===== src/rtl/ecc_sed_pkg.sv =====
// Shared definitions for the single-error-detect parity path (encoder and decoder side).
package ecc_sed_pkg;

    localparam int unsigned ECC_DATA_W = 12;
    localparam int unsigned ECC_CW_W   = ECC_DATA_W + 1;

    typedef struct packed {
        logic                  parity;
        logic [ECC_DATA_W-1:0] data;
    } ecc_cw_t;

    function automatic logic sed_parity(input logic [ECC_DATA_W-1:0] data);
        return ^data;
    endfunction

endpackage


===== src/rtl/ecc_sed_err_stats.sv =====
// Sticky error flag and saturating error counter; a clear never swallows a same-cycle error.
module ecc_sed_err_stats #(
    parameter int unsigned CNT_W = 16
) (
    input  logic             clk,
    input  logic             rst,
    input  logic             err_evt,
    input  logic             err_clr,
    output logic             err_sticky,
    output logic [CNT_W-1:0] err_count
);

    logic             sticky_q, sticky_d;
    logic [CNT_W-1:0] count_q, count_d;

    always_comb begin
        sticky_d = sticky_q;
        count_d  = count_q;
        if (err_clr) begin
            sticky_d = err_evt;
            count_d  = err_evt ? CNT_W'(1) : '0;
        end else if (err_evt) begin
            sticky_d = 1'b1;
            if (count_q != {CNT_W{1'b1}}) begin
                count_d = count_q + CNT_W'(1);
            end
        end
    end

    always_ff @(posedge clk or negedge rst) begin
        if (!rst) begin
            sticky_q <= 1'b0;
            count_q  <= '0;
        end else begin
            sticky_q <= sticky_d;
            count_q  <= count_d;
        end
    end

    assign err_sticky = sticky_q;
    assign err_count  = count_q;

endmodule


===== src/rtl/ecc_sed_decoder.sv =====
// SED parity check with one registered valid/ready stage and error statistics.
// Optional ECC_SED_DROP_ERR_EN: erroneous words are counted but not forwarded.
module ecc_sed_decoder
    import ecc_sed_pkg::*;
#(
    parameter int unsigned DATA_W = 12,
    parameter int unsigned CNT_W  = 16
) (
    input  logic              clk,
    input  logic              rst,
    input  logic              enc_valid,
    output logic              enc_ready,
    input  logic [DATA_W:0]   enc_codeword,
    output logic              dec_valid,
    input  logic              dec_ready,
    output logic [DATA_W-1:0] dec_data,
    output logic              dec_err,
    input  logic              err_clr,
    output logic              err_sticky,
    output logic [CNT_W-1:0]  err_count
);

    logic              syn;
    logic              accept;
    logic              xfer;
    logic              load;
    logic              valid_q, valid_d;
    logic [DATA_W-1:0] data_q, data_d;

    if (DATA_W == ECC_DATA_W) begin : g_pkg_syn
        ecc_cw_t cw;
        assign cw  = ecc_cw_t'(enc_codeword);
        assign syn = cw.parity ^ sed_parity(cw.data);
    end else begin : g_gen_syn
        assign syn = ^enc_codeword;
    end

    // Ready depends only on the output register and downstream, never on enc_valid.
    assign enc_ready = !valid_q || dec_ready;
    assign accept    = enc_valid && enc_ready;
    assign xfer      = valid_q && dec_ready;

`ifdef ECC_SED_DROP_ERR_EN
    assign load    = accept && !syn;
    assign dec_err = 1'b0;
`else
    logic err_q;

    assign load = accept;

    always_ff @(posedge clk or negedge rst) begin
        if (!rst) begin
            err_q <= 1'b0;
        end else if (load) begin
            err_q <= syn;
        end
    end

    assign dec_err = err_q;
`endif

    always_comb begin
        valid_d = valid_q;
        data_d  = data_q;
        if (load) begin
            valid_d = 1'b1;
            data_d  = enc_codeword[DATA_W-1:0];
        end else if (xfer) begin
            valid_d = 1'b0;
        end
    end

    always_ff @(posedge clk or negedge rst) begin
        if (!rst) begin
            valid_q <= 1'b0;
            data_q  <= '0;
        end else begin
            valid_q <= valid_d;
            data_q  <= data_d;
        end
    end

    assign dec_valid = valid_q;
    assign dec_data  = data_q;

    ecc_sed_err_stats #(
        .CNT_W (CNT_W)
    ) u_err_stats (
        .clk        (clk),
        .rst        (rst),
        .err_evt    (accept && syn),
        .err_clr    (err_clr),
        .err_sticky (err_sticky),
        .err_count  (err_count)
    );

endmodule


===== config.mk =====
export PLATFORM = sky130hd
export DESIGN_NAME = ecc_sed_decoder
export DESIGN_NICKNAME = d
export VERILOG_FILES = /design/src/rtl/ecc_sed_pkg.sv /design/src/rtl/ecc_sed_err_stats.sv /design/src/rtl/ecc_sed_decoder.sv
export SDC_FILE = /design/constraint.sdc
export NUM_CORES = 1
export LEC_CHECK = 0
export CAP_MARGIN = 15
export CORE_MARGIN = 5
export CORE_UTILIZATION = 35
export DETAILED_ROUTE_END_ITERATION = 6
export DONT_BUFFER_PORTS = 1
export PLACE_DENSITY_LB_ADDON = 0.08
export SKIP_CTS_REPAIR_TIMING = 1
export SYNTH_ARGS = -nofsm -noshare
export SYNTH_HDL_FRONTEND = slang
export SYNTH_HIERARCHICAL = 1
export SYNTH_SLANG_ARGS = --single-unit

===== constraint.sdc =====
create_clock -name clk -period 4.7 [get_ports clk]
set_clock_uncertainty 0.1 [all_clocks]
set_input_delay 0.705 -clock clk [delete_from_list [all_inputs] [get_ports clk]]
set_output_delay 0.705 -clock clk [all_outputs]
set_load 0.005 [all_outputs]

# Yosys cells after proc, flatten, opt, wreduce, memory -nomap -nowiden
# Index checks and enable logic that the tools add are counted.
[classes]
addsub = 1
n_eq_ne = 1
mux = 8
n_bitwise = 1
reduce_logical = 10
[op_table]
columns = ["op", "n"]
rows = [
  ["$mux W16", 3],
  ["$add A16 B1 Y16 const B", 1],
  ["$ne A16 B16 Y1 const B", 1],
  ["$reduce_xor A12 Y1", 1],
  ["$reduce_bool A2 Y1", 3],
  ["$mux W1", 5],
  ["$logic_and A1 B1 Y1", 3],
  ["$reduce_and A2 Y1", 1],
  ["$logic_not A1 Y1", 1],
  ["$logic_or A1 B1 Y1", 1],
  ["$xor A1 B1 Y1", 1],
]
[word_totals]
ff_bits = 31
inputBits = 18
out_inout_bits = 32
word_cells = 26

# Depth between registers and ports, before layout
# Gate-level depths: netlist of the first run.
[logic_depth]
depth_word = 6
ltp_mapped = 9
depth_no_buf = 8

# By module
# Netlist of the first run, hierarchy kept.
[modules_own_cells]
columns = ["mod", "instances", "cells_per_inst", "area_each_um2"]
rows = [
  ["ecc_sed_err_stats", 1, 94, 1024.7],
  ["ecc_sed_decoder", 1, 42, 643.1],
]

# Least setup slack after synthesis of the first run
# Ideal clock, no wire load.
[synth_timing]
kind = "input to register"
startpoint = "input enc_codeword[10]"
endpoint = "register u_err_stats.count_q[15] (netlist: u_err_stats/err_count[15])"
setup_ns = 0.150
t_arrival_ns = 2.350
t_required_ns = 4.450
path_slack_ns = 2.101
path_stages = 9
path_buffers = 1
path_cell_list = "xnor3_1 -> xnor3_2 -> xnor2_1 -> nor2_1 -> buf_2 -> nand3_1 -> nor4_4 -> and4_1 -> nor3_1"
[synth_between]
elab_chain_len = 5
[synth_lines]
columns = ["item", "line", "source"]
rows = [
  ["from (decl)", "ecc_sed_decoder.sv:13", "input logic [DATA_W:0] enc_codeword,"],
  ["$reduce_xor A12 Y1", "ecc_sed_pkg.sv:13", "return ^data;"],
  ["$xor A1 B1 Y1", "ecc_sed_decoder.sv:33", "assign syn = cw.parity ^ sed_parity(cw.data);"],
  ["$logic_and A1 B1 Y1", "ecc_sed_decoder.sv:91", ".err_evt (accept && syn),"],
  ["$reduce_bool A2 Y1 (no line)", "--", ""],
  ["$reduce_and A2 Y1 (no line)", "--", ""],
  ["to (signal assigned)", "ecc_sed_err_stats.sv:36", "count_q <= count_d;"],
  ["to (decl)", "ecc_sed_err_stats.sv:14", "logic [CNT_W-1:0] count_q, count_d;"],
]
# Every way passes these cells.
# A chain may end at the register's enable or synchronous reset.

# Worst setup path in the final report of the first run
[layout_timing]
startpoint = "input enc_codeword[11]"
endpoint = "register u_err_stats.count_q[15] (netlist: u_err_stats/err_count[15])"
# The elaborated chain is that of the path after synthesis.

==> results.md, run 1 <==
- Fin nets: 158
- Distinct cells, synth: 42
- Final Cycle Share: 59.7%
- Final count of pins violating max slew: 0
- Routed vias: around 1.1k
- Power density over the cells: 369 nW/um^2
- Cell total after placement: 185
- HPWL after detailed placement: 2710 um
- Final non-filler cell total: between 150 and 200
- Combinational fraction of design power: 11.9%
- Complex-gate fraction of the synthesized area: between 10% and 20%
- Post-layout util: approximately 39%
- DRC violations left: 0
- Ys async rst share: 100%
- F_max: 357 MHz
- CTS buffer count: 5
- Dominant synthesized flop cell: dfrtp_1
- Count leader, synth: dfrtp_1
- Clk pwr share: 40.4%
- Peak VDD IR: roughly 80 uV
- Number of enable flip-flop cells after synthesis: 0
- Routed WL: roughly 3800 um
- R2R Setup Slk: about 2100 ps
- First-pass GRT wire length: roughly 6000 um
- Max_slew headroom: 61.3%
- Internal Power: 0.514 mW
- Vias in the first global route: between 1k and 1.5k
- Multiplexer share of the synthesized area: under 10%
- Synth area leader: dfrtp_1
- Synth top area cells: dfrtp_1 (47%), mux2_2 (8.1%), xnor2_1 (6.3%), o21ai_2 (4.7%), xnor3_1 (2.7%)
- Initial core utilization: roughly 36%
- All-Layer GR Usage: 12.5%
- Post-synthesis simple-gate area fraction: 18.0%
- Reg-to-Reg Start: dec_valid
- Initial drt markers: 30
- CP arrival: 2870 ps
- Number of cell rows: 25
- Min Clock Period, post-route: 2800 ps
- TNS Setup: 0 ps
- Gr ovfl total: 0
- Setup crit start kind: input port
- Max-Cap Viols: 0
- Worst slew pin tran: 579 ps
- Core area: 4660 sq um
- Setup crit end kind: flip-flop
- Worst Path Max Fanout: 9
- Status: finished, final reports clean
- Pleak: 0.805 nW
- I/O pin count: 50
- Reg2Reg Depth: 7
- Die Y: 79.0 um
- Per-cell routed wire length: 19.5 um
- Post-Synthesis Cells: 136
- Die width: 79.0 um
- Worst-path clk slew: 60 ps
- FF-to-FF End: u_err_stats/err_count[15]
- Largest family of logic cells by synthesized area: simple AND/OR/NAND/NOR gates
- Final setup violation count: 0
- Flops & latches, synth: 31
- Number of port buffers: 0
- Worst-Skew Late Latency: 280 ps
- Avg Cell Area, Syn: 12.3 sq um
- NetSw: 0.165 mW
- Post-Syn Nets: 155
- Clock Tree Root: clkbuf_8
- Die area: between 6000 and 7000 sq um
- RSZ-0062 raised after global routing: false
- Area Growth Syn to Fin: 10.2%
- Top cells by count, synth: dfrtp_1 (31), mux2_2 (12), xnor2_1 (12)
- Final Hold Viols: 0
- Yosys warning total: 6
- Sequential share of the synthesized area: a little under half
- CP Class: in2reg
- Worst Path Required: 4770 ps
- Switch share: between 20% and 30%
- Adder-Cell Fraction of Synth Area: less than 1%
- Vias per cell: 5.59
- Pre-antenna DRT Iters: 4
- Post-synth top area share: a little under half
- Largest net degree at the start of global routing: 32
- Post-route antenna net violation count: 0
- ANT cells: 0
- Mapped Area: 1670 sq um
- Share of cells above drive strength 1: a little under a third
- Htree depth: 2
- GPL Wtd Cong: 0.741
- Initial antenna violation count: 0
- Clock sinks: 31
- Clk buf depth: 2
- Hold/Removal Path Class: in2async
- XOR/XNOR share of the synthesized area: 13.1%
- CTS tree: done
- Reg power frac: 47.7%
how the worst max path moves through the flow:
| stage | endpoint | slack (ps) | start |
|---|---|---|---|
| 6_report | u_err_stats/err_count[15] | 1900 | enc_codeword[11] |
| 2_1_floorplan | u_err_stats/err_count[15] | 2100 | enc_codeword[10] |
| 3_5_place_dp | u_err_stats/err_count[15] | 1570 | enc_codeword[11] |
| 4_1_cts | u_err_stats/err_count[15] | 1850 | enc_codeword[11] |
| 3_3_place_gp | u_err_stats/err_count[15] | 1570 | enc_codeword[11] |
| 5_1_grt | u_err_stats/err_count[15] | 1670 | enc_codeword[5] |
logic make-up (layout without fill, tap and decap cells):
family	count (synthesis)	after routing
fa+ha+maj	1	1
flops	31	31
mux	13	13
simple gates	44	44
buf+inv	7	11
compound gates	20	20
xor+xnor	20	20
flip-flops by register name, indices dropped and copies added, names as in the netlist:
signal,cells
u_err_stats/err_sticky,1
dec_valid,1
dec_err,1
u_err_stats/err_count,16
dec_data,12
per-stage QoR:
step / power, mW / instance area (sq um) / hold WS, ps / worst slack (ps)
2_1_floorplan: 0.393 / 1670 / 309 / 2100
5_1_grt: 0.715 / 1840 / 4.12 / 1670
3_5_place_dp: 0.408 / 1700 / 310 / 1570
4_1_cts: 0.687 / 1820 / -0.828 / 1850
3_3_place_gp: 0.407 / 1700 / 310 / 1570
6_report: 0.679 / 1840 / 19.3 / 1900
worst max-delay path, stage by stage:
cell	delay, ps
xnor2_1	190
xnor3_2	450
xnor2_1	150
nor2_1	440
nand3_1	290
nor4_4	360
and4_1	240
nor3_1	40
power by group through the flow:
stage                     sequential (mW)  combinational (mW)  clock, mW
after CTS                           0.326              0.0766      0.285
after global routing                0.328              0.0922      0.295
after detailed placement            0.331              0.0764          0
after global placement              0.331              0.0763          0
final                               0.324              0.0811      0.274
after floorplan                     0.321              0.0724          0
placed cells by master, fill, tap and decap left out, types with 2 or more instances in the layout:
cell      count
nor2_1        5
nand2_1       8
o21ai_2       9
dfrtp_1      31
and3_1        4
xnor2_1      12
xnor3_1       2
xor2_1        5
mux2_2       12
and4_1        2
o21ai_1       2
a21o_1        2
nor2b_1       3
nor3_1        2
nand2b_1      2
nand3_1       4
clkbuf_8      6
nand4_1       3
inv_1         2
and2_1        2
metal layers:
layer | wire length [um] | track usage, %
met2 | 1880 | 20.8
met5 | 0 | 0
met4 | 55 | 4.64
met1 | 1510 | 14.0
met3 | 341 | 5.78
layout make-up:
type,instances,area [sq um]
sequential,31,776
timing repair buffer,1,20.0
inverter,2,7.51
fill,462,2820
clock inverter,2,35.0
tap,54,67.6
clock buffer,6,82.6
multi-input combinational,98,850
Power figures use the tool's default switching activity.
==> inputs of run 2 (changes only) <==
==> constraint.sdc (replaced) <==
create_clock -name clk -period 2.3 [get_ports clk]
set_clock_uncertainty 0.1 [all_clocks]
set_input_delay 0.345 -clock clk [delete_from_list [all_inputs] [get_ports clk]]
set_output_delay 0.345 -clock clk [all_outputs]
set_load 0.005 [all_outputs]
==> results.md, run 2 (synthesized netlist as in run 1, its figures left out) <==
- Initial core utilization: 35.8%
- First-pass GRT wire length: 5960 um
- Status: finished, final reports clean
- All-Layer GR Usage: 12.5%
- Worst Path Required: between 2000 and 2500 ps
- Final count of pins violating max slew: 0
- Htree depth: 2
- Hold_ws: 36.7 ps
- ANT cells: 0
- Clk buf depth: 2
- Setup crit start kind: input port
- I/O pin count: 50
- Fin nets: 166
- Overall power: roughly 1.3 mW
- Number of port buffers: 0
- CTS tree: done
- Max-Cap Viols: 0
- Routed vias: roughly 1.1k
- Initial antenna violation count: 0
- CP arrival: between 2000 and 2500 ps
- Gr ovfl total: 0
- Finished Cell Area: 1870 sq um
- Area Growth Syn to Fin: 11.9%
- Share of cells above drive strength 1: 31.8%
- Setup crit end kind: flip-flop
- Final Hold Viols: 0
- Max_slew headroom: between 80% and 90%
- Worst-path clk slew: 70 ps
- Pleak: 0.823 nW
- Per-cell routed wire length: 18.2 um
- Most common cell after layout, fill and taps aside: dfrtp_1
- Final Cycle Share: 87.4%
- Core area: 4660 sq um
- Post-route antenna net violation count: 0
- Min Clock Period, post-route: ~2000 ps
- Power density over the cells: 673 nW/um^2
- Most frequent cells in the layout: dfrtp_1 (31), xnor2_1 (12), mux2_2 (12)
- Die Y: 79.0 um
- Fillers: 460
- HPWL after detailed placement: between 2000 and 3000 um
- CTS buffer count: 5
- F_max: between 400 and 500 MHz
- Max FFs per register: 16
- Number of cell rows: 25
- Clock sinks: 31
- Worst slew pin tran: 261 ps
- Worst Path Max Fanout: 6
- Die area: approximately 6200 sq um
- Die width: 79.0 um
- Routed WL: around 3700 um
- Vias in the first global route: 1154
- Vias per cell: approximately 5.3
- RSZ-0062 raised after global routing: false
- DRC violations left: 0
- Worst-Skew Late Latency: 280 ps
- GPL Wtd Cong: 0.788
- Final setup violation count: 0
- Clock Tree Root: clkbuf_8
- Initial drt markers: 9
- Largest net degree at the start of global routing: 32
- Pre-antenna DRT Iters: 4
- CP Class: in2reg
- Hold/Removal Path Class: in2reg
- Placed cell area: 1750 sq um
- Peak VDD IR: 220 uV
==> run 2: cell count changes in the layout (fill, tap and decap cells not counted), sizes merged <==
cell,change
dlygate4sd3,+2
buf,+6
bufinv,-1
clkbuf,+1
==> run 2: worst paths after layout <==
| check | slack, ps | cells after the start | to | startpoint |
|---|---|---|---|---|
| setup reg to reg | 470 | 8 | u_err_stats/err_count[15] | dec_valid |
| hold reg to reg | 420 | 1 | u_err_stats/err_sticky | u_err_stats/err_sticky |
| min in group asynchronous | 440 | 2 | u_err_stats/err_count[6] | rst |
| hold / removal | 40 | 1 | u_err_stats/err_count[15] | err_clr |
| max in group asynchronous | 1490 | 2 | u_err_stats/err_count[0] | rst |
| setup / recovery | 290 | 9 | u_err_stats/err_count[15] | enc_codeword[11] |
==> run 2: final cells by class <==
class	count	area, sq um	share of cell area, %
multi-input cells	98	850	45.5
flip-flops and latches	31	776	41.6
repair buffers	9	85.1	4.56
clock buffers	7	76.3	4.09
well taps	54	67.6	3.62
inverters	2	7.51	0.402
clock inverters	1	5.00	0.268
==> run 2: critical path: stages <==
cell,delay (ps)
xnor2_1,170
xnor3_2,450
xnor2_1,150
nor2_1,90
buf_4,140
nand3_1,160
nor4_4,300
and4_1,220
nor3_1,40
==> run 2: report_power, final <==
group | leakage [nW] | internal, mW | switching, mW
Combinational | 0.383 | 0.110 | 0.0779
Sequential | 0.399 | 0.606 | 0.0574
Clock | 0.0422 | 0.212 | 0.193
==> run 2: through the flow <==
step	util (%)	setup WS [ps]	instances	setup TNS (ps)
floorplan	-	60.6	136	0
global placement	37.4	-59.1	191	-171
detailed placement	37.4	-24.1	191	-24.1
CTS	39.2	261	199	0
global route	40.1	190	202	0
finish	40.1	291	202	0
==> run 2: per-layer routing <==
metal | up-vias | global-route usage (%) | share of wire [%]
met2 | 35 | 20.9 | 50
met1 | 526 | 14.0 | 40
met4 | 0 | 4.30 | 1.2
met5 | - | 0 | 0
met3 | 5 | 5.78 | 8.8
li1 | 506 | - | -
==> inputs of run 3 (changes only) <==
--- a/config.mk
+++ b/config.mk
@@ -8,9 +8,9 @@
 export CAP_MARGIN = 15
 export CORE_MARGIN = 5
 export CORE_UTILIZATION = 35
+export CTS_BUF_LIST = sky130_fd_sc_hd__clkbuf_16
 export DETAILED_ROUTE_END_ITERATION = 6
 export DONT_BUFFER_PORTS = 1
-export PLACE_DENSITY_LB_ADDON = 0.08
 export SKIP_CTS_REPAIR_TIMING = 1
 export SYNTH_ARGS = -nofsm -noshare
 export SYNTH_HDL_FRONTEND = slang
==> results.md, run 3 (synthesized netlist as in run 1, its figures left out) <==
- Pleak: 0.849 nW
- Most common cell after layout, fill and taps aside: dfrtp_1
- Max_slew headroom: 75.6%
- Vias per cell: 5.52
- Clock Tree Root: clkbuf_16
- Number of cell rows: 25
- Min Clock Period, post-route: 2110 ps
- Most frequent cells in the layout: dfrtp_1 (31), xnor2_1 (12), mux2_2 (12)
- Hold Path Depth: 1
- Setup crit start kind: input port
- First-pass GRT wire length: 6130 um
- Reg2Reg Depth: 7
- Final setup violation count: 0
- HPWL after detailed placement: 2710 um
- Initial drt markers: 22
- Number of port buffers: 0
- CTS tree: done
- Die width: a little under 80 um
- Clk buf depth: 2
- Final non-filler cell total: 199
- Cells along the critical path: xnor2_1 -> xnor3_1 -> xnor2_1 -> nor2_1 -> nand2_1 -> nor3_2 -> a31oi_1 -> a211oi_2
- Routed WL: 3730 um
- Worst Hold Path EP: u_err_stats/err_count[14]
- Cell total after placement: 189
- Worst-Skew Late Latency: between 200 and 300 ps
- Placed cell area: 1730 sq um
- FF-to-FF End: u_err_stats/err_count[14]
- Gr ovfl total: 0
- Peak VDD IR: 387 uV
- Hold/Removal Path Class: in2reg
- Area Growth Syn to Fin: 15.4%
- Status: finished, final reports clean
- Routed vias: 1098
- Max FFs per register: 16
- CP arrival: 2190 ps
- Fin nets: approximately 160
- Initial antenna violation count: 0
- Final count of pins violating max slew: 0
- RSZ-0062 raised after global routing: false
- Setup crit end kind: flip-flop
- Post-route antenna net violation count: 0
- DRC violations left: 0
- Share of cells above drive strength 1: 31.7%
- Slowest CP cell: xnor3_1
- Die area: between 6000 and 7000 sq um
- GPL Wtd Cong: 0.744
- Hold_sp: err_clr
- Most frequent cell on the critical path: xnor2_1
- Largest stage delay, worst path: 440 ps
- Most Used Layer, Global Route: met2
- Clock sinks: 31
- R2R Setup Slk: 360 ps
- Met1 Use GR: 13.7%
- Vias in the first global route: 1218
- Die Y: 79.0 um
- I/O pin count: 50
- Per-cell routed wire length: 18.7 um
- Final Hold Viols: 0
- Initial core utilization: 35.8%
- Finished Cell Area: 1920 sq um
- Htree depth: 2
- Largest net degree at the start of global routing: 32
- Pre-antenna DRT Iters: 4
- Worst Path Max Fanout: 5
- CP Class: in2reg
- All-Layer GR Usage: 13.1%
- Core area: ~4700 sq um
- Hold_ws: around 35 ps
- Worst slew pin tran: 365 ps
- Final Cycle Share: 91.6%
- GR Layer Usage met3: 7.60%
- ANT cells: 0
- Worst Path Required: 2380 ps
- Max-Cap Viols: 0
- Power density over the cells: a little over 800 nW/um^2
- Worst-path clk slew: around 50 ps
- Reg-to-Reg Start: dec_valid
- F_max: 475 MHz
- Met2 global-route usage: 22.6%
- CTS buffer count: 5
run 3: area by class of cell:
| type | instances | area, sq um |
|---|---|---|
| flip-flops and latches | 31 | 776 |
| repair buffers | 6 | 60.1 |
| clock buffers | 5 | 125 |
| well taps | 54 | 67.6 |
| multi-input cells | 98 | 850 |
| inverters | 2 | 7.51 |
| clock inverters | 3 | 38.8 |
| fillers | 442 | 2740 |
run 3: worst max-delay path by stage:
stage	from	to	cells past startpoint
global placement	enc_codeword[9]	u_err_stats/err_count[15]	8
detailed placement	enc_codeword[10]	u_err_stats/err_count[15]	8
CTS	enc_codeword[10]	u_err_stats/err_count[14]	8
global route	enc_codeword[7]	u_err_stats/err_count[15]	8
floorplan	enc_codeword[10]	u_err_stats/err_count[15]	9
finish	enc_codeword[7]	u_err_stats/err_count[14]	8
run 3: critical path: cells and delay by family:
| kind | cells | cell delay (ps) |
|---|---|---|
| AND/OR/NAND/NOR | 3 | 710 |
| XOR/XNOR | 3 | 750 |
| AO/OA/AOI/OAI | 2 | 380 |
run 3: stage by stage:
step | power, mW | TNS [ps] | worst slack (ps) | util, %
6_report | 1.58 | 0 | 193 | 41.3
5_1_grt | 1.66 | 0 | 23.9 | 41.3
4_1_cts | 1.59 | 0 | 197 | 40.6
3_5_place_dp | 0.850 | -157 | -64.5 | 37.1
3_3_place_gp | 0.842 | -6.59 | -6.59 | 37.1
2_1_floorplan | 0.803 | 0 | 60.6 | -
run 3: layer usage:
layer	vias to the layer above	part of all wire, %
met5	-	0
met4	0	0.30
met3	4	11
met2	52	50
met1	542	38
li1	500	-
run 3: power by group:
part           total, mW  internal [mW]  switching (mW)  leakage, nW
clock              0.729          0.504           0.225       0.0812
combinational      0.186          0.108          0.0784        0.369
sequential         0.664          0.606          0.0576        0.399
total               1.58           1.22           0.361        0.849
